--- src/rtl/load_store_unit.sv ---
// Memory-stage load/store unit: byte-addressed requests become word accesses with strobes, with word-crossing accesses split in two.
// Latency accept->rsp_valid: 2 cycles aligned, 3 split, 1 error; accepts only in IDLE, and the one-cycle response cannot be stalled.
module load_store_unit #(
  parameter int ADDR_W      = 6,
  parameter bit MISALIGN_EN = 1'b1
) (
  input  logic              clk,
  input  logic              rst_n,
  input  logic              req_valid,
  output logic              req_ready,
  input  logic              req_we,
  input  logic [31:0]       req_addr,
  input  logic [31:0]       req_wdata,
  input  logic [2:0]        req_funct3,
  output logic              mem_we,
  output logic [ADDR_W-1:0] mem_addr,
  output logic [3:0]        mem_be,
  output logic [31:0]       mem_wdata,
  input  logic [31:0]       mem_rdata,
  output logic              rsp_valid,
  output logic [31:0]       rsp_rdata,
  output logic              rsp_err
);

  typedef enum logic [1:0] {IDLE, ACC0, ACC1, RESP} state_t;

  state_t              state, state_nx;
  logic                accept;
  logic                req_illegal, req_cross, req_err;
  logic                we_q;
  logic [ADDR_W+1:0]   addr_q;
  logic [31:0]         wdata_q;
  logic [2:0]          f3_q;
  logic [1:0]          off_q;
  logic                cross_q;
  logic [ADDR_W-1:0]   idx0, idx1;
  logic [7:0]          size_mask, strb8;
  logic [63:0]         data64;
  logic [31:0]         rd0, rd1;
  logic [31:0]         ld_lo, ld_hi, raw, load_ext;
  logic                unused_addr_hi;

  // An access crosses a word boundary when off + size > 4.
  function automatic logic crosses(input logic [1:0] off, input logic [1:0] sz);
    return ((sz == 2'b10) && (off != 2'b00)) || ((sz == 2'b01) && (off == 2'b11));
  endfunction

  assign unused_addr_hi = ^req_addr[31:ADDR_W+2];

  assign req_ready   = (state == IDLE);
  assign accept      = req_valid && req_ready;
  assign req_illegal = (req_funct3 == 3'b011) || (req_funct3[2:1] == 2'b11) ||
                       (req_we && req_funct3[2]);
  assign req_cross   = crosses(req_addr[1:0], req_funct3[1:0]);
  assign req_err     = req_illegal || (req_cross && !MISALIGN_EN);

  assign off_q   = addr_q[1:0];
  assign cross_q = crosses(off_q, f3_q[1:0]);
  assign idx0    = addr_q[ADDR_W+1:2];
  assign idx1    = idx0 + ADDR_W'(1);

  always_comb begin
    size_mask = 8'h01;
    case (f3_q[1:0])
      2'b01:   size_mask = 8'h03;
      2'b10:   size_mask = 8'h0F;
      default: size_mask = 8'h01;
    endcase
  end

  assign strb8  = size_mask << off_q;
  assign data64 = {32'b0, wdata_q} << {off_q, 3'b000};

  always_comb begin
    state_nx = state;
    case (state)
      IDLE:    if (accept) state_nx = req_err ? RESP : ACC0;
      ACC0:    state_nx = cross_q ? ACC1 : RESP;
      ACC1:    state_nx = RESP;
      RESP:    state_nx = IDLE;
      default: state_nx = IDLE;
    endcase
  end

  always_comb begin
    mem_we    = 1'b0;
    mem_addr  = '0;
    mem_be    = 4'b0;
    mem_wdata = 32'b0;
    case (state)
      ACC0: begin
        mem_we    = we_q;
        mem_addr  = idx0;
        mem_be    = strb8[3:0];
        mem_wdata = data64[31:0];
      end
      ACC1: begin
        mem_we    = we_q;
        mem_addr  = idx1;
        mem_be    = strb8[7:4];
        mem_wdata = data64[63:32];
      end
      default: ;
    endcase
  end

  // Live read data is folded in so the response can be registered on the last access edge.
  always_comb begin
    ld_lo = rd0;
    ld_hi = rd1;
    if (state == ACC0) begin
      ld_lo = mem_rdata;
      ld_hi = 32'b0;
    end else if (state == ACC1) begin
      ld_hi = mem_rdata;
    end
  end

  assign raw = 32'({ld_hi, ld_lo} >> {off_q, 3'b000});

  always_comb begin
    load_ext = 32'b0;
    case (f3_q)
      3'b000:  load_ext = {{24{raw[7]}}, raw[7:0]};
      3'b001:  load_ext = {{16{raw[15]}}, raw[15:0]};
      3'b010:  load_ext = raw;
      3'b100:  load_ext = {24'b0, raw[7:0]};
      3'b101:  load_ext = {16'b0, raw[15:0]};
      default: load_ext = 32'b0;
    endcase
  end

  always_ff @(posedge clk or negedge rst_n) begin
    if (!rst_n) begin
      state     <= IDLE;
      we_q      <= 1'b0;
      addr_q    <= '0;
      wdata_q   <= 32'b0;
      f3_q      <= 3'b0;
      rd0       <= 32'b0;
      rd1       <= 32'b0;
      rsp_valid <= 1'b0;
      rsp_rdata <= 32'b0;
      rsp_err   <= 1'b0;
    end else begin
      state <= state_nx;
      if (accept) begin
        we_q    <= req_we;
        addr_q  <= req_addr[ADDR_W+1:0];
        wdata_q <= req_wdata;
        f3_q    <= req_funct3;
      end
      if (state == ACC0) begin
        rd0 <= mem_rdata;
        rd1 <= 32'b0;
      end
      if (state == ACC1) rd1 <= mem_rdata;
      rsp_valid <= (state_nx == RESP);
      rsp_err   <= accept && req_err;
      rsp_rdata <= ((state == ACC0 || state == ACC1) && state_nx == RESP && !we_q) ?
                   load_ext : 32'b0;
    end
  end

endmodule

--- config.mk ---
export PLATFORM = sky130hd
export DESIGN_NAME = load_store_unit
export DESIGN_NICKNAME = d
export VERILOG_FILES = /design/src/rtl/load_store_unit.sv
export SDC_FILE = /design/constraint.sdc
export NUM_CORES = 1
export LEC_CHECK = 0
export ABC_AREA = 1
export CAP_MARGIN = 10
export CORE_UTILIZATION = 50
export CTS_CLUSTER_DIAMETER = 120
export DETAILED_ROUTE_END_ITERATION = 12
export GPL_ROUTABILITY_DRIVEN = 1
export PLACE_DENSITY = 0.79
export SYNTH_ARGS = -nofsm -noshare
export SYNTH_HDL_FRONTEND = slang
export SYNTH_SLANG_ARGS = --single-unit
--- constraint.sdc ---
create_clock -name clk -period 3.8 [get_ports clk]
set_input_delay 0.76 -clock clk [delete_from_list [all_inputs] [get_ports clk]]
set_output_delay 0.76 -clock clk [all_outputs]
set_load 0.005 [all_outputs]
### After elaboration in Yosys (flattened, before gate mapping)

Cells that the tools add are included.

* reductions and logical operators: 17
* shift-type cells: 3
* muxes and demuxes: 16
* add/sub/neg operators: 1
* eq/ne operators: 13

Operators with widths (count)
* 32-bit two-way mux: 6
* 32-bit one-hot mux with 5 select lines: 1
* 32-bit one-hot mux with 2 select lines: 1
* 32-bit by 5-bit left shift with 64-bit output: 1
* 64-bit by 5-bit >> shifter with 32-bit output: 1
* 4-bit one-hot mux with 2 select lines: 2
* 2-bit equality test, second input constant: 6
* 6-bit one-hot mux with 2 select lines: 1
* 2-bit one-hot mux with 4 select lines: 1
* 8-bit by 2-bit left shift with 8-bit output: 1
* 1-bit logical AND: 7
* 6-bit by 1-bit adder with 6-bit output, second input constant: 1
* 3-bit by 2-bit equality test with 1-bit output, second input constant: 2
* 3-bit equality test, second input constant: 2
* 2-bit by 1-bit equality test with 1-bit output, second input constant: 2
* 1-bit logical OR: 4
* 2-bit two-way mux: 2
* 2-bit nonzero test: 2
* 3-bit by 1-bit equality test with 1-bit output, second input constant: 1
* 3-bit zero test: 1
* 2-bit zero test: 1
* 1-bit two-way mux: 2
* 2-bit OR reduction: 1
* 1-bit zero test: 1

* bits in registers: 144

### Depth between registers and ports, before layout

* depth after elaboration: 10
* depth in mapped cells: 14
* gate-level depth less buffers: 13

### Worst setup path after synthesis

No wires, ideal clock.

* path kind: reg-to-output
* start point: register state[1]
* end point: output port mem_wdata[2]
* path buffers: 2
* slack: 1446 ps
* arrival: 1594 ps
* stages on the path, launching flop included: 9
* cells stage by stage: dfrtp_1 inv_1 ha_1 buf_4 buf_4 nand2_1 inv_1 a221oi_1 nor2_1

* word-level cells in the longest chain between the ends: 2
* elaborated cells between the ends (all ways): 3
* those cells by class: 2 x eq/ne; 1 x mux

RTL lines
* start: declaration: RTL line 27 `state_t state, state_nx;`
* start signal: assignment: RTL line 146 `state <= state_nx;`
* 2-bit equality test or 2-bit by 1-bit equality test with 1-bit output (tied branches): RTL line 90 `case (state)`
* 32-bit one-hot mux with 2 select lines (*): RTL line 90
* end: declaration: RTL line 18 `output logic [31:0] mem_wdata,`

Every way passes the cells marked *; elsewhere a longest branch is shown, timed or not.

### Final worst setup path

* start point: register state[0]
* end point: output port mem_wdata[0]

The elaborated chain is that of the path after synthesis.

==> flow_metrics.env <==
export IMPL_timing_setup_critical_path_class="flop to output port"
export IMPL_growth_of_design_area_from_synthesis_to_finish_pct=28.4
export IMPL_cts_hold_fix_buffers=0
export IMPL_worst_path_most_repeated_cell="sky130_fd_sc_hd__nor2_1"
export IMPL_rsz0062_at_grt="false"
export IMPL_root_buffer="sky130_fd_sc_hd__clkbuf_16"
export IMPL_clkSlewWorstSetupHoldPaths_ps=60
export IMPL_finalWirelength_um=24000
export IMPL_syn_num_nets=1205
export IMPL_crit_path_cell_trace="inv_1 -> ha_1 -> inv_2 -> nor2_1 -> a221oi_1 -> nor2_1 -> clkdlybuf4s50_1"
export IMPL_timing_critical_path_fanout_max=8
export IMPL_detailedRoute_firstIterationViolations=933
export IMPL_report_final_hold_viol_count=0
export IMPL_ant_nets=0
export IMPL_skew_pair_late_insertion_delay_ps=420
export IMPL_critPathMaxStageDelay_ps=530
export IMPL_first_global_vias=7497
export IMPL_post_route_period_util=0.952
export IMPL_dp_hpwl_um=16200
export IMPL_endpoint_kind="output port"
export IMPL_route_vias_total=7875
export IMPL_postLayoutSetupSlackWorst_ps=181
export IMPL_die_width_um=125
export IMPL_outcome="finished with violations"
export IMPL_power_density_nw_per_um2=892
export IMPL_p_int_w=0.00455
export IMPL_slew_headroom=0.478
export IMPL_initial_antenna_violation_count=0
export IMPL_timing_final_max_slew_violations=0
export IMPL_synth_area_per_cell_um2=6.95
export IMPL_cts_made_buffers=17
export IMPL_number_of_cell_instances_on_the_worst_register_to_register_path=9
export IMPL_power_sequential_fraction=0.271
export IMPL_final_layout_size_suffix_gt1_frac=0.0553
export IMPL_initial_cell_density_of_the_core=0.517
export IMPL_cts_root_to_sink_buffers=2
export IMPL_cts_post_setup_buffers_inserted=0
export IMPL_synth_main_ff_cell="sky130_fd_sc_hd__dfrtp_1"
export IMPL_post_layout_total_power_w=0.00871
export IMPL_setup_total_negative_slack_ps=0
export IMPL_maxClockFrequency_ghz=0.276
export IMPL_finish_cell_count_without_fillers=1414
export IMPL_synthCells=1093
export IMPL_yosysWarningCount=0
export IMPL_layout_min_cycle_time_ps=3620
export IMPL_grt_use_total=0.318
export IMPL_placementRows=44
export IMPL_max_slew_worst_pin_slew_ps=782
export IMPL_grt_overflow_total=0
export IMPL_power_leakage_nw=4.85
export IMPL_core_area_um2=14700
export IMPL_worstHoldPathType="input pin to async pin"
export IMPL_grt_first_pass_wirelength_um=38500
export IMPL_synth_seq_area_share=0.448
export IMPL_place_port_buffers=156
export IMPL_clock_tree_from_tritoncts="yes"
export IMPL_die_area_um2=15700
export IMPL_drv_cap=0
export IMPL_violations_in_the_final_reports="design-rule violations"
export IMPL_largest_net_degree_at_the_start_of_global_routing=82
export IMPL_avgViaCountPerCell=5.57
export IMPL_post_cts_resized_instances=0
export IMPL_timing_critical_path_arrival_ps=2860
export IMPL_n_antenna_cell=0
export IMPL_crit_path_start_kind="flop"
export IMPL_synth_seq_cells=136
export IMPL_setup_violations=0
export IMPL_share_comb_of_total_power=0.548
export IMPL_crit_required_ps=3040
export IMPL_finalClockSkew_ps=6.99
export IMPL_detailedRoute_firstPassIterationCount=10
export IMPL_swShare=0.477
export IMPL_total_switching_power_w=0.00416
export IMPL_gp_congestion=0.936
export IMPL_critical_path_slowest_cell="sky130_fd_sc_hd__clkdlybuf4s50_1"
export IMPL_detail_route_wl_per_cell_um=17.0
export IMPL_power_frac_clock=0.181
export IMPL_ys_async_sr_fraction=1.00
export IMPL_preCtsSetupSlack_ps=627
export IMPL_syn_area_um2=7600
export IMPL_synth_edff_count=0
export IMPL_cts_htree_levels=4
export IMPL_netlist_cell_type_count=33
export IMPL_num_nets_final=1329
export IMPL_drc=7
export IMPL_dieHeight_um=125
export IMPL_max_vdd_ir_drop_mv=0.501
export IMPL_num_ports=181
export IMPL_clkSinkCount=136
export IMPL_dp_cells=1382
## metal layers
layer,up-vias,wire [µm],part of all wire,GRT usage
li1,3729,-,-,-
met1,3612,9340,0.39,0.385
met2,465,11400,0.47,0.520
met3,69,2170,0.090,0.0796
met4,0,1090,0.045,0.179
met5,-,0,0,0
## cell usage in the layout (no fill, tap or decap), types with 2 or more instances in the layout
cell type / n
sky130_fd_sc_hd__inv_1: 67
sky130_fd_sc_hd__clkinv_1: 2
sky130_fd_sc_hd__nand2_2: 3
sky130_fd_sc_hd__nand3_2: 2
sky130_fd_sc_hd__inv_6: 4
sky130_fd_sc_hd__clkbuf_16: 17
sky130_fd_sc_hd__nor3_1: 8
sky130_fd_sc_hd__a221oi_1: 8
sky130_fd_sc_hd__nand4_1: 7
sky130_fd_sc_hd__clkdlybuf4s50_1: 155
sky130_fd_sc_hd__inv_2: 9
sky130_fd_sc_hd__o22ai_1: 2
sky130_fd_sc_hd__nor2_2: 3
sky130_fd_sc_hd__ha_1: 9
sky130_fd_sc_hd__a21oi_1: 51
sky130_fd_sc_hd__nand2_1: 469
sky130_fd_sc_hd__nor2_1: 57
sky130_fd_sc_hd__clkinv_2: 3
sky130_fd_sc_hd__dfrtp_1: 135
sky130_fd_sc_hd__o21ai_0: 71
sky130_fd_sc_hd__o21ai_1: 13
sky130_fd_sc_hd__buf_4: 13
sky130_fd_sc_hd__clkinv_4: 5
sky130_fd_sc_hd__nand3_1: 95
sky130_fd_sc_hd__o221ai_1: 7
## state kept, by name (all words and copies together) (netlist names)
register   flops
addr_q         8
rsp_rdata     32
rd1           24
we_q           1
wdata_q       32
state          2
f3_q           3
rsp_valid      1
rsp_err        1
rd0           32
## power groups by stage
stage,clock network (W),logic [W],registers (W)
after floorplan,0,0.00318,0.00225
after global placement,0,0.00455,0.00235
after detailed placement,0,0.00463,0.00237
after CTS,0.00159,0.00470,0.00235
after global routing,0.00167,0.00528,0.00241
final,0.00158,0.00477,0.00236
## layout make-up
type,instances,area (µm²)
timing repair buffer,169,1660
tap,184,230
multi-input combinational,813,3590
clock inverter,13,123
fill,1283,4940
sequential,136,3400
inverter,80,308
clock buffer,19,443
## through the flow
step / hold slack, ps / area (µm²) / util
2_1_floorplan: 439 / 7600 / -
3_3_place_gp: 451 / 9200 / 0.626
3_5_place_dp: 456 / 9200 / 0.626
4_1_cts: 402 / 9760 / 0.664
5_1_grt: 406 / 9760 / 0.664
6_report: 349 / 9760 / 0.664
## kinds of logic (layout without fill, tap and decap cells)
family,Yosys count,after routing,share of synthesized area
adder cells (fa/ha/maj),9,9,0.0148
flip-flops,136,136,0.448
XOR/XNOR,1,1,0.00115
AO/OA/AOI/OAI,155,155,0.111
buffers and inverters,144,281,0.0793
AND/OR/NAND/NOR,648,648,0.346
## worst max-delay path, delay by kind of cell, from the launching register on
kind            cells  cell delay [ps]
compound gates      1              230
fa+ha+maj           1              400
flops               1              400
buf+inv             3              730
simple gates        2              690
## final timing paths
| check | start | endpoint | slack (ps) |
|---|---|---|---|
| max | state[0] | mem_wdata[0] | 180 |
| min | rst_n | rd1[4] | 350 |
| max reg2reg | state[1] | rsp_rdata[30] | 840 |
| min reg2reg | rd0[4] | rd0[4] | 470 |
| max in group asynchronous | rst_n | wdata_q[18] | 2650 |
| min in group clk | rd0[4] | rd0[4] | 470 |
## synthesized netlist by cell type, types with 6 or more instances
cell | number | share of area
sky130_fd_sc_hd__buf_1 | 6 | 0.0030
sky130_fd_sc_hd__dfrtp_1 | 136 | 0.45
sky130_fd_sc_hd__nand3_1 | 95 | 0.063
sky130_fd_sc_hd__inv_2 | 10 | 0.0049
sky130_fd_sc_hd__inv_1 | 67 | 0.033
sky130_fd_sc_hd__a221oi_1 | 8 | 0.0092
sky130_fd_sc_hd__clkbuf_1 | 28 | 0.014
sky130_fd_sc_hd__o221ai_1 | 7 | 0.0081
sky130_fd_sc_hd__o21ai_1 | 13 | 0.0086
sky130_fd_sc_hd__nor3_1 | 8 | 0.0053
sky130_fd_sc_hd__nand2_1 | 469 | 0.23
sky130_fd_sc_hd__buf_2 | 25 | 0.016
sky130_fd_sc_hd__nand4_1 | 7 | 0.0058
sky130_fd_sc_hd__o21ai_0 | 71 | 0.047
sky130_fd_sc_hd__a21oi_1 | 51 | 0.034
sky130_fd_sc_hd__ha_1 | 9 | 0.015
sky130_fd_sc_hd__nor2_1 | 57 | 0.028
Note: power is estimated with default switching activity, not from simulation.
==> RTL edit 1, RTL diff (config.mk and constraints unchanged) <==
`ADDR_W`: 6 -> 5.
--- a/src/rtl/load_store_unit.sv
+++ b/src/rtl/load_store_unit.sv
@@ -1,7 +1,7 @@
 // Memory-stage load/store unit: byte-addressed requests become word accesses with strobes, with word-crossing accesses split in two.
 // Latency accept->rsp_valid: 2 cycles aligned, 3 split, 1 error; accepts only in IDLE, and the one-cycle response cannot be stalled.
 module load_store_unit #(
-  parameter int ADDR_W      = 6,
+  parameter int ADDR_W      = 5,
   parameter bit MISALIGN_EN = 1'b1
 ) (
   input  logic              clk,
Ports: changed (resized mem_addr); port bits go from 181 to 180. No check against the original RTL was run, so the function may have changed too.
==> RTL edit 1 against the unedited design <==
The run still ends with design-rule violations left; utilization is 0.37 points higher; clock skew is 1.1 ps lower; cell area is 0.56% higher; sequential cell count is 1 lower; wire length is 4.5% lower; power is 0.54% higher; critical path depth stayed put; first-iteration DRC count is 18% lower; area after synthesis is 0.46% higher; setup slack better by 170 ps; critical path type unchanged; critical endpoint is now mem_wdata[23].
==> RTL edit 1: results (changes against the unedited design) <==
[metrics] power density over the cells: 892 nW/um^2 (about the same)
[metrics] Worst Setup Slack post-DPL: 830 ps (was 627 ps)
[metrics] violated checks: design-rule violations (unchanged)
[metrics] layout cells sized above 1: 5.89% (was 5.53%)
[metrics] minimum hold slack: 371 ps (was 349 ps)
[metrics] fraction of the mapped netlist area in adder cells: 1.47% (was 1.48%)
[metrics] DRC violation count after routing: 7 (unchanged)
[metrics] reported net switching power: 4.01 mW (was 4.16 mW)
[metrics] power consumed by combinational cells: 4.69 mW (was 4.77 mW)
[metrics] Compound-Gate Fraction of Synth Area: 11.3% (was 11.1%)
[metrics] DP Area: 9190 sq um (was 9200 sq um)
[metrics] worst ir drop on vdd: 0.534 mV (was 0.501 mV)
[metrics] crit path DAT: 2690 ps (was 2860 ps)
[metrics] vias in the first global route: 7486 (was 7497)
[metrics] post-detailed-placement half-perimeter wirelength: 15500 um (was 16200 um)
[metrics] average wire per standard cell: 16.3 um (was 17.0 um)
[metrics] end point of the critical path: mem_wdata[23] (was mem_wdata[0])
[metrics] largest cells by area after synthesis: sky130_fd_sc_hd__dfrtp_1 (44%), sky130_fd_sc_hd__nand2_1 (23%), sky130_fd_sc_hd__nand3_1 (6.3%) (was sky130_fd_sc_hd__dfrtp_1 (45%), sky130_fd_sc_hd__nand2_1 (23%), sky130_fd_sc_hd__nand3_1 (6.3%))
[metrics] largest net degree at the start of global routing: 80 (was 82)
[metrics] switching power share of the total: 45.8% (was 47.7%)
[metrics] Filler Cell Count: 1249 (was 1283)
[metrics] Clock Skew: 5.87 ps (was 6.99 ps)
[metrics] Relative slew margins: 24.3% (was 47.8%)
[metrics] Vias: 7757 (was 7875)
[metrics] Reg2Reg Setup Slack: 880 ps (was 840 ps)
[metrics] count of nets after finishing: 1324 (was 1329)
[metrics] total global routing track utilization: 30.4% (was 31.8%)
[metrics] Net Count, Synth: 1202 (was 1205)
[metrics] path depth of the worst reg2reg path: 14 (was 9)
[metrics] cells after synthesis: 1090 (was 1093)
[metrics] cell leakage power: 4.84 nW (was 4.85 nW)
[metrics] status: complete, but fails checks (unchanged)
[metrics] Critical Path Start: state[1]$_DFF_PN0_ (was state[0]$_DFF_PN0_)
-- RTL edit 1: critical path: stages (launching register included) --
cell and delay, ps:
sky130_fd_sc_hd__dfrtp_1 400, sky130_fd_sc_hd__inv_1 150, sky130_fd_sc_hd__ha_1 340, sky130_fd_sc_hd__inv_2 350, sky130_fd_sc_hd__a21oi_1 200, sky130_fd_sc_hd__o21ai_0 100, sky130_fd_sc_hd__a21oi_1 200, sky130_fd_sc_hd__clkdlybuf4s50_1 530
-- RTL edit 1: routing by layer --
metal / share of wire, % / track usage [%] / up-vias
li1: - / - / 3721
met1: 39 / 36.8 / 3519
met2: 47 / 49.6 / 449
met3: 9.4 / 7.70 / 68
met4: 4.7 / 17.2 / 0
met5: 0 / 0 / -
-- RTL edit 1: final cells by class --
cell class                 count  share of cell area [%]
sequential                   135                    34.4
multi-input combinational    810                    36.8
inverter                      78                    3.08
timing repair buffer         170                    16.9
tap                          184                    2.34
clock inverter                13                    2.09
clock buffer                  17                    4.33
==> RTL edit 2, RTL diff (same flow settings) <==
Made on the original files. Make the reset (`rst_n`) synchronous in one clocked block.
--- a/src/rtl/load_store_unit.sv
+++ b/src/rtl/load_store_unit.sv
@@ -130,7 +130,7 @@
     endcase
   end
 
-  always_ff @(posedge clk or negedge rst_n) begin
+  always_ff @(posedge clk) begin
     if (!rst_n) begin
       state     <= IDLE;
       we_q      <= 1'b0;
Function: differs if rst_n is asserted again (counterexample within 4 cycles, from zero or initial values and one cycle with rst_n low); with rst_n held inactive, the same outputs for 10 cycles.
==> RTL edit 2 against the unedited design <==
Setup slack improved by 100 ps; utilization rose by 0.63 points; wire length shrank 4.0%; sequential share of layout area decreased by 5.9 points; combinational power fell by 29%; area after synthesis down 4.6%; power is 17% lower; sequential cell count stayed put; synthesized cell count is 3.9% higher; via count is 2.0% higher; critical path depth stayed put; global-route usage decreased by 0.084 points; cell area fell by 3.6%; non-clock buffer count unchanged; critical path type unchanged.
==> RTL edit 2: results (changes against the unedited design) <==
[metrics] status: complete, no violations (was complete, but fails checks)
[metrics] fraction of power consumed by sequential logic: 28.1% (was 27.1%)
[metrics] wire length of the first global-routing pass: 36500 um (was 38500 um)
[metrics] worst hold-check path type: flop to flop (was input pin to async pin)
[metrics] routed length on met1: 9190 um (was 9340 um)
[metrics] cell leakage power: 4.08 nW (was 4.85 nW)
[metrics] Clock Skew: 6.67 ps (was 6.99 ps)
[metrics] violation count after the first detailed-route iteration: 816 (was 933)
[metrics] met3 routed wirelength: 2200 um (was 2170 um)
[metrics] largest stage delay on the critical path: 580 ps (was 530 ps)
[metrics] share of cell area taken by multi-input logic gates: 40.3% (was 36.8%)
[metrics] cell types with the highest counts after synthesis: sky130_fd_sc_hd__nand2_1 (327), sky130_fd_sc_hd__dfxtp_1 (136), sky130_fd_sc_hd__nor2_1 (133) (was sky130_fd_sc_hd__nand2_1 (469), sky130_fd_sc_hd__dfrtp_1 (136), sky130_fd_sc_hd__nand3_1 (95))
[metrics] Worst Setup Slack post-DPL: 505 ps (was 627 ps)
[metrics] Net Count, Synth: 1247 (was 1205)
[metrics] Signal buf overhead: 17.6% (was 17.0%)
[metrics] global-route met2 utilization: 52.1% (was 52.0%)
[metrics] worst ir drop on vdd: 0.476 mV (was 0.501 mV)
[metrics] Pre-Repair DR Iteration Count: 7 (was 10)
[metrics] maximum net fanout on the critical path: 15 (was 8)
[metrics] largest cells by area after synthesis: sky130_fd_sc_hd__dfxtp_1 (38%), sky130_fd_sc_hd__nand2_1 (17%), sky130_fd_sc_hd__o21ai_0 (7.2%) (was sky130_fd_sc_hd__dfrtp_1 (45%), sky130_fd_sc_hd__nand2_1 (23%), sky130_fd_sc_hd__nand3_1 (6.3%))
[metrics] sequential standard cell area: 2730 sq um (was 3400 sq um)
[metrics] Relative slew margins: 50.2% (was 47.8%)
[metrics] ys async rst share: 0% (was 100%)
[metrics] area fraction of clock buffers and clock inverters: 6.75% (was 5.79%)
[metrics] number of cells after detailed placement: 1410 (was 1382)
[metrics] final weighted congestion in routability-driven placement: 0.933 (was 0.936)
[metrics] dominant register cell in the synthesized netlist: sky130_fd_sc_hd__dfxtp_1 (was sky130_fd_sc_hd__dfrtp_1)
[metrics] total global routing track utilization: 31.7% (was 31.8%)
[metrics] routed length on met2: 10800 um (was 11400 um)
[metrics] cells after synthesis: 1136 (was 1093)
[metrics] DRT Wirelength: 23000 um (was 24000 um)
[metrics] switching power share of the total: 43.4% (was 47.7%)
[metrics] met3 usage in global routing: 7.34% (was 7.96%)
-- RTL edit 2: worst paths after layout --
kind                            depth (start not counted)  slack, ps                     start                        to
worst max-delay path                                    7        280       state[0]$_SDFF_PN0_              mem_wdata[1]
worst min-delay path                                    2        470  wdata_q[11]$_SDFFE_PN0P_  wdata_q[11]$_SDFFE_PN0P_
worst max register to register                         13       1280       state[0]$_SDFF_PN0_  rsp_rdata[26]$_SDFF_PN0_
worst min register to register                          2        470  wdata_q[11]$_SDFFE_PN0P_  wdata_q[11]$_SDFFE_PN0P_
-- RTL edit 2: kinds of logic after synthesis --
kind of cell / share of synthesized area, %
simple gates: 32.6
mux: 0.690
compound gates: 17.5
buf+inv: 10.2
flops: 37.5
xor+xnor: 0.121
fa+ha+maj: 1.38
-- RTL edit 2: metrics by stage --
step	hold slack, ps	utilization, %	area (sq um)
detailed placement	468	62.5	8770
finish	474	67.0	9420
floorplan	440	-	7250
global placement	464	62.5	8770
global route	508	67.0	9420
CTS	476	67.0	9410
